[config.mk]
export PLATFORM = sky130hd
export DESIGN_NAME = multdiv_sequencer
export DESIGN_NICKNAME = d
export VERILOG_FILES = /design/src/rtl/multdiv_sequencer_pkg.sv /design/src/rtl/md_cycle_counter.sv /design/src/rtl/multdiv_sequencer.sv
export SDC_FILE = /design/constraint.sdc
export NUM_CORES = 1
export LEC_CHECK = 0
export CAP_MARGIN = 10
export CELL_PAD_IN_SITES_DETAIL_PLACEMENT = 0
export CELL_PAD_IN_SITES_GLOBAL_PLACEMENT = 1
export CORE_MARGIN = 10
export CORE_UTILIZATION = 48
export DETAILED_ROUTE_END_ITERATION = 8
export DONT_BUFFER_PORTS = 1
export PLACE_DENSITY_LB_ADDON = 0.1
export SYNTH_ARGS = -nofsm -noshare
export SYNTH_HDL_FRONTEND = slang
export SYNTH_SLANG_ARGS = --single-unit
[constraint.sdc]
create_clock -name clock -period 4.3 [get_ports clock]
set_input_delay 1.29 -clock clock [delete_from_list [all_inputs] [get_ports clock]]
set_output_delay 1.29 -clock clock [all_outputs]
set_load 0.02 [all_outputs]
[src/rtl/multdiv_sequencer_pkg.sv]
// Shared decode constants, exception codes and state encoding for the mul/div sequencer.
package multdiv_sequencer_pkg;
  localparam logic [4:0]  OP_ALU          = 5'b00000;
  localparam logic [4:0]  ALU_MUL         = 5'b00110;
  localparam logic [4:0]  ALU_DIV         = 5'b00111;
  localparam int          RSTATUS_REG_DEF = 30;
  localparam logic [31:0] EXC_MUL         = 32'd4;
  localparam logic [31:0] EXC_DIV         = 32'd5;

  typedef enum logic [1:0] {
    ST_IDLE,
    ST_BUSY,
    ST_DONE
  } md_state_e;
endpackage

[src/rtl/md_cycle_counter.sv]
// Saturating BUSY-cycle counter with a timeout terminal-count flag.
module md_cycle_counter
  import multdiv_sequencer_pkg::*;
#(
  parameter int CNT_W   = 6,
  parameter int TIMEOUT = 40
) (
  input  logic             clock,
  input  logic             reset,
  input  logic             clr,
  input  logic             en,
  output logic [CNT_W-1:0] cnt,
  output logic             tc
);
  localparam logic [CNT_W-1:0] CNT_MAX = '1;
  // cnt counts completed BUSY cycles; tc flags the cycle whose edge brings it to TIMEOUT
  localparam logic [CNT_W-1:0] TC_VAL  = CNT_W'(TIMEOUT - 1);

  // clear has priority; increment stops at all-ones
  always_ff @(posedge clock or negedge reset) begin
    if (!reset)                       cnt <= '0;
    else if (clr)                     cnt <= '0;
    else if (en && (cnt != CNT_MAX))  cnt <= cnt + 1'b1;
  end

  assign tc = en && (cnt == TC_VAL);
endmodule

[src/rtl/multdiv_sequencer.sv]
// Freezes the pipeline around a mul/div in DX, drives the shared unit and returns one result beat.
module multdiv_sequencer
  import multdiv_sequencer_pkg::*;
#(
  parameter int TIMEOUT     = 40,
  parameter int CNT_W       = 6,
  parameter int RSTATUS_REG = RSTATUS_REG_DEF
) (
  input  logic        clock,
  input  logic        reset,
  input  logic [31:0] dx_insn,
  input  logic [31:0] dx_opA,
  input  logic [31:0] dx_opB,
  input  logic        flush,
  input  logic [31:0] md_result,
  input  logic        md_ready,
  input  logic        md_exception,
  output logic        md_start_mult,
  output logic        md_start_div,
  output logic [31:0] md_opA,
  output logic [31:0] md_opB,
  output logic        stall,
  output logic        res_valid,
  output logic [31:0] res_data,
  output logic [4:0]  res_reg,
  output logic        res_timeout
);
  md_state_e        state_q, state_d;
  logic             is_alu, is_mul, is_div, is_md;
  logic             div_q, exc_q;
  logic [4:0]       rd_q;
  logic [31:0]      result_q;
  logic             cnt_clr, cnt_en, tc;
  logic [CNT_W-1:0] cnt;
  logic             unused_insn;

  assign is_alu      = dx_insn[31:27] == OP_ALU;
  assign is_mul      = is_alu && (dx_insn[6:2] == ALU_MUL);
  assign is_div      = is_alu && (dx_insn[6:2] == ALU_DIV);
  assign is_md       = is_mul | is_div;
  assign unused_insn = ^{dx_insn[21:7], dx_insn[1:0]};

  md_cycle_counter #(.CNT_W(CNT_W), .TIMEOUT(TIMEOUT)) u_cnt (
    .clock (clock),
    .reset (reset),
    .clr   (cnt_clr),
    .en    (cnt_en),
    .cnt   (cnt),
    .tc    (tc)
  );

  // state register
  always_ff @(posedge clock or negedge reset) begin
    if (!reset) state_q <= ST_IDLE;
    else        state_q <= state_d;
  end

  // next state, stall/start/result strobes; flush always wins and drops stall
  always_comb begin
    state_d       = state_q;
    stall         = 1'b0;
    res_valid     = 1'b0;
    md_start_mult = 1'b0;
    md_start_div  = 1'b0;
    cnt_clr       = 1'b0;
    cnt_en        = 1'b0;
    case (state_q)
      ST_IDLE: begin
        // reset gating keeps stall low while the block is held in reset
        if (is_md && !flush) begin
          stall   = reset;
          cnt_clr = 1'b1;
          state_d = ST_BUSY;
        end
      end
      ST_BUSY: begin
        if (flush) begin
          state_d = ST_IDLE;
        end else begin
          stall  = 1'b1;
          cnt_en = 1'b1;
          // counter is cleared on entry, so cnt==0 marks the first BUSY cycle
          md_start_mult = (cnt == '0) && !div_q;
          md_start_div  = (cnt == '0) &&  div_q;
          if (md_ready || tc) state_d = ST_DONE;
        end
      end
      ST_DONE: begin
        res_valid = !flush;
        state_d   = ST_IDLE;
      end
      default: state_d = ST_IDLE;
    endcase
  end

  // operand/destination latch on detect; result or forced exception capture in BUSY
  always_ff @(posedge clock or negedge reset) begin
    if (!reset) begin
      md_opA      <= '0;
      md_opB      <= '0;
      div_q       <= 1'b0;
      rd_q        <= '0;
      result_q    <= '0;
      exc_q       <= 1'b0;
      res_timeout <= 1'b0;
    end else begin
      if (state_q == ST_IDLE && is_md && !flush) begin
        md_opA <= dx_opA;
        md_opB <= dx_opB;
        div_q  <= is_div;
        rd_q   <= dx_insn[26:22];
      end
      if (state_q == ST_BUSY && !flush) begin
        if (md_ready) begin
          result_q <= md_result;
          exc_q    <= md_exception;
        end else if (tc) begin
          exc_q       <= 1'b1;
          res_timeout <= 1'b1;
        end
      end
    end
  end

  assign res_reg  = !res_valid ? 5'd0  : (exc_q ? 5'(RSTATUS_REG) : rd_q);
  assign res_data = !res_valid ? 32'd0 : (exc_q ? (div_q ? EXC_DIV : EXC_MUL) : result_q);
endmodule

==> results.toml, run 1 <==
[routing]
vias_per_cell = 5.53
drc = 0
final_antenna_net_count = 0
dr.pass1.iters = 4
drtIter0Drc = 132
wirelength_um = 11200
wl_per_cell_um = 24.0
vias = 2570

[placement]
place_area_mm2 = 0.00477
port-buffer-count = 0
post-dp-hpwl_um = 8360
numPlacedInstances = 448
pre_cts_ws_ns = 0.566
place.gp.congestion = 0.737

[cts]
h-tree-depth = 3
insertion_delay_ns = 0.36
cts_buffers = 9
post_cts_buffers = 0
cts.clk_slew.worst_paths_ns = 0.10
clockBufferDepth = 2
cts_tree = "built"
clkSinkCount = 112
cts_hold_repair.buffers = 0
ctsRootBufferMaster = "clkbuf_8"
postCtsResizedCells = 0

[logic_synthesis]
synth_area_mm2 = 0.00466
synth_area_leaders = "dfrtp_1, mux2_2, and2_1"
synth_top_area_share_pct = 60.1
synth.distinct_cells = 34
ys_ff_latch = 112
ys.flop_type = "dfrtp_1"
syn-instance-count = 330
yosysTopAreaCell = "dfrtp_1"
yosysSeqAreaShare_pct = 60.1
synth_async_sr_flop_share_pct = 100
synth_nets = 465
ys.warnings.count = 0
syn-mean-instance-area_um2 = 14.1
synth_edf_count = 0

[setup_path]
critPathCaptureType = "output port"
worst_setup_path_start_kind = "primary input"
r2r_slack_ns = 1.86
crit_required_ns = 3.01
crit_fanout = 31
worstReg2RegStart = "state_q[1]$_DFFE_PN0P_"
rr_worst_depth = 4
critical_path_class = "in2out"
cp_data_arrival_time_ns = 2.42
r2r_end = "md_opA[6]$_DFFE_PN0P_"

[pwr]
clkPwrFrac_pct = 34.3
p_comb_share_pct = 1.9
switching_share_pct = 23.6
peakVddDrop_uv = 164
power_leakage_nw = 2.52
p_seq_share_pct = 63.8
power.switching_uw = 412
p_int_mw = 1.33
cellPowerDensity_mw_per_mm2 = 352

[layout]
nFillCells = 849
drive_above_1_share_pct = 33.7
nNetsFinal = 465
fin_cells = 465
layout_common_cells = "dfrtp_1, mux2_2, and2_1"
syn_to_final_growth_pct = 6.36
design_area_mm2 = 0.00496
fin_util_pct = 52.9
mostFrequentLayoutCell = "dfrtp_1"

[floorplan]
die_h_um = 119
start_util_pct = 49.8
die_w_um = 119
core_mm2 = 0.00937
die_area_mm2 = 0.0141
boundaryPins = 239
rows = 35

[timing]
setup_slack_ns = 0.594
rsz0062_at_grt = "no"
hold_viol = 0
finalSetupViolations = 0
min_period_over_period_pct = 86.2
max_freq_mhz = 270
period_minus_slack_ns = 3.71
maxSlewViolCount = 0
worst_pin_slew_ns = 0.944
skew_ns = 0.0124
slew_headroom_pct = 37.1
setup_tns_ns = 0

[global_route]
grt_start_max_net_pins = 114
grt_overflow = 0
first_global_vias = 2847
grt_first_pass_wirelength_um = 17300
track_usage_pct = 15.4
antenna_found_initial = 3

[status]
status = "completed"

[min_path]
hold_path_end = "result_q[27]$_DFFE_PN0P_"
hp-class = "reg2reg"
hold_depth = 1
hold_start = "result_q[27]$_DFFE_PN0P_"

[flow_run]
maxCapViolCount = 0
-- cells in the mapped netlist (all sizes together), types with 3 or more instances --
cell and instances:
dfrtp 112, mux2 101, and2 32, nor2 15
clkbuf 9, buf 8, a21oi 5, inv 5
nand3 5, nand2 4, nor3 4, or4 4
a2bb2oi 3
-- registers in the layout (all words and copies together) (netlist names) --
signal       cells
md_opA          32
exc_q            1
state_q          2
md_opB          32
result_q        32
res_timeout      1
div_q            1
rd_q             5
u_cnt.cnt        6
-- critical path, cell delays in order --
cell	delay, ns
nor2_1	0.08
nand2_1	0.19
inv_1	0.13
nor2b_1	0.13
buf_4	0.27
and2_1	0.32
-- routing by layer --
| layer | part of all wire, % | global-route usage [%] | up-vias |
|---|---|---|---|
| li1 | - | - | 1153 |
| met1 | 37 | 16.4 | 1273 |
| met2 | 48 | 24.7 | 126 |
| met3 | 14 | 9.80 | 14 |
| met4 | 1.1 | 5.04 | 4 |
| met5 | 0.28 | 0 | - |
-- logic make-up (layout without fill, tap and decap cells) --
kind of cell	Yosys count	after routing	share of synthesized area, %
DFF	112	112	60.1
buffers and inverters	22	27	2.66
other	0	1	0
adders and majority gates	2	2	0.536
muxes	102	102	24.6
AOI/OAI and AO/OA	19	19	2.98
and+or+nand+nor	73	73	9.15
-- power groups by stage --
stage	clock network, mW	logic, mW	registers [mW]
floorplan	0	0.0294	1.13
global placement	0	0.0311	1.14
detailed placement	0	0.0331	1.14
CTS	0.623	0.0328	1.12
global route	0.675	0.0366	1.12
finish	0.600	0.0325	1.11
-- cell type report --
class | instances | area [um2] | share of cell area [%]
clock inverter | 5 | 51.3 | 1.03
clock buffer | 11 | 141 | 2.85
antenna | 1 | 2.50 | 0.0504
timing repair buffer | 6 | 45.0 | 0.908
multi-input combinational | 196 | 1740 | 35.0
sequential | 112 | 2800 | 56.5
inverter | 5 | 18.8 | 0.378
tap | 129 | 161 | 3.25
-- per-stage QoR --
stage / hold slack (ns) / power [mW]
after CTS: 0.508 / 1.77
final: 0.506 / 1.75
after floorplan: 0.471 / 1.16
after global placement: 0.478 / 1.17
after detailed placement: 0.485 / 1.17
after global routing: 0.521 / 1.83
-- worst max path at each step --
stage                     start          end  slack, ns  depth (start not counted)
detailed placement        flush  res_data[3]       0.57                          6
finish                    flush  res_data[3]       0.59                          6
global placement          flush  res_data[4]       0.59                          6
CTS                       flush  res_data[3]       0.56                          6
global route              flush  res_data[1]       0.49                          6
floorplan           dx_insn[28]        stall       0.34                          5
Note: power is estimated with default switching activity, not from simulation.
==> inputs of run 2 (changes only) <==
--- a/config.mk
+++ b/config.mk
@@ -8,6 +8,7 @@
 export CAP_MARGIN = 10
 export CELL_PAD_IN_SITES_DETAIL_PLACEMENT = 0
 export CELL_PAD_IN_SITES_GLOBAL_PLACEMENT = 1
+export CORE_ASPECT_RATIO = 0.8
 export CORE_MARGIN = 10
 export CORE_UTILIZATION = 48
 export DETAILED_ROUTE_END_ITERATION = 8
==> run 2 against run 1 <==
Against the previous run: sequential share of layout area is 1.0 points lower; largest cell class unchanged; sequential power hardly changed; final cell count is 1.7% lower; critical endpoint is now stall; largest power group unchanged; fmax is 0.76% higher.
==> results.toml, run 2 (synthesis gave the netlist of run 1 again) <==
[routing]
final_antenna_net_count = 0
vias = 2596
vias_per_cell = 5.68
drtIter0Drc = 154
dr.pass1.iters = 4
wl_per_cell_um = 24.3
wirelength_um = 11100
drc = 0

[layout]
largestRegisters = "md_opA x32, md_opB x32, result_q x32"
mostFrequentLayoutCell = "dfrtp_1"
regArea_mm2 = 0.00280
design_area_mm2 = 0.00505
multi_input_area_mm2 = 0.00174
nFillCells = 859
nNetsFinal = 467
drive_above_1_share_pct = 34.1
syn_to_final_growth_pct = 8.37
fin_cells = 457
layout_common_cells = "dfrtp_1, mux2_2, and2_1"
fin_util_pct = 52.8

[cts]
insertion_delay_ns = 0.34
post_cts_buffers = 0
cts.clk_slew.worst_paths_ns = 0.06
clockBufferDepth = 2
postCtsResizedCells = 0
cts_tree = "built"
cts_hold_repair.buffers = 0
ctsRootBufferMaster = "clkbuf_16"
cts_buffers = 9
clkSinkCount = 112
h-tree-depth = 3

[global_route]
antenna_found_initial = 2
track_usage_pct = 15.7
grt_overflow = 0
first_global_vias = 2832
grt_first_pass_wirelength_um = 16800
grt_start_max_net_pins = 114

[timing]
hold_viol = 0
finalSetupViolations = 0
worst_pin_slew_ns = 0.955
setup_tns_ns = 0
setup_slack_ns = 0.622
hold_ws_ns = 0.497
maxSlewViolCount = 0
max_freq_mhz = 272
min_period_over_period_pct = 85.5
slew_headroom_pct = 36.3
rsz0062_at_grt = "no"
skew_ns = 0.00941
period_minus_slack_ns = 3.68

[setup_path]
crit_start = "dx_insn[28]"
crit_required_ns = 3.01
critPathCaptureType = "output port"
cpMaxStageDelayCell = "or4_1"
worst_setup_path_start_kind = "primary input"
cpLargestDelayFamily = "simple AND/OR/NAND/NOR gates"
crit_fanout = 2
cp_data_arrival_time_ns = 2.39
worstReg2RegStart = "state_q[1]$_DFFE_PN0P_"
path_cells = "or4_1 > nor3_4 > a21o_1"
critical_path_class = "in2out"
crit_buf_inv = 0
slowest_delay_ns = 0.58

[floorplan]
die_w_um = 130
start_util_pct = 48.7
die_area_mm2 = 0.0141
rows = 32
boundaryPins = 239
core_mm2 = 0.00957
die_h_um = 108

[placement]
place.gp.congestion = 0.720
post-dp-hpwl_um = 8340
place_area_mm2 = 0.00477
port-buffer-count = 0
pre_cts_ws_ns = 0.631
numPlacedInstances = 440

[pwr]
peakVddDrop_uv = 236
power_leakage_nw = 2.57
cellPowerDensity_mw_per_mm2 = 382
p_total_mw = 1.93

[flow_run]
maxCapViolCount = 0

[status]
status = "completed"

[min_path]
hold_start = "result_q[11]$_DFFE_PN0P_"
hp-class = "reg2reg"
## run 2: cell count changes in the layout (fill, tap and decap cells not counted), sizes merged
cell / before / now
buf: 6 / 8
clkinvlp: 0 / 1
inv: 7 / 6
## run 2: final cells by class
cell class,count,share of cell area (%)
sequential,112,55.4
antenna,1,0.0495
tap,119,2.95
multi-input combinational,196,34.4
inverter,5,0.371
clock buffer,11,4.80
clock inverter,5,0.817
timing repair buffer,8,1.19
## run 2: metal layers
metal,wire length (um),GRT usage [%],up-vias
met5,13,0,-
met4,75,4.57,2
met3,1730,11.2,7
met2,5520,25.2,124
met1,3780,16.0,1305
li1,-,-,1158
## run 2: path summary, 6_finish.rpt
path                                       endpoint  slack, ns  cells past startpoint
setup / recovery                              stall       0.62                      3
setup reg to reg             md_opB[19]$_DFFE_PN0P_       1.85                      4
max in group asynchronous  result_q[12]$_DFFE_PN0P_       3.48                      0
hold / removal             result_q[11]$_DFFE_PN0P_       0.50                      1
min in group asynchronous    md_opB[12]$_DFFE_PN0P_       0.64                      0
hold reg to reg            result_q[11]$_DFFE_PN0P_       0.50                      1
## run 2: where the power goes
part | switching [mW] | internal, mW
combinational | 0.0120 | 0.0205
sequential | 0.0390 | 1.08
clock | 0.372 | 0.414
total | 0.423 | 1.51
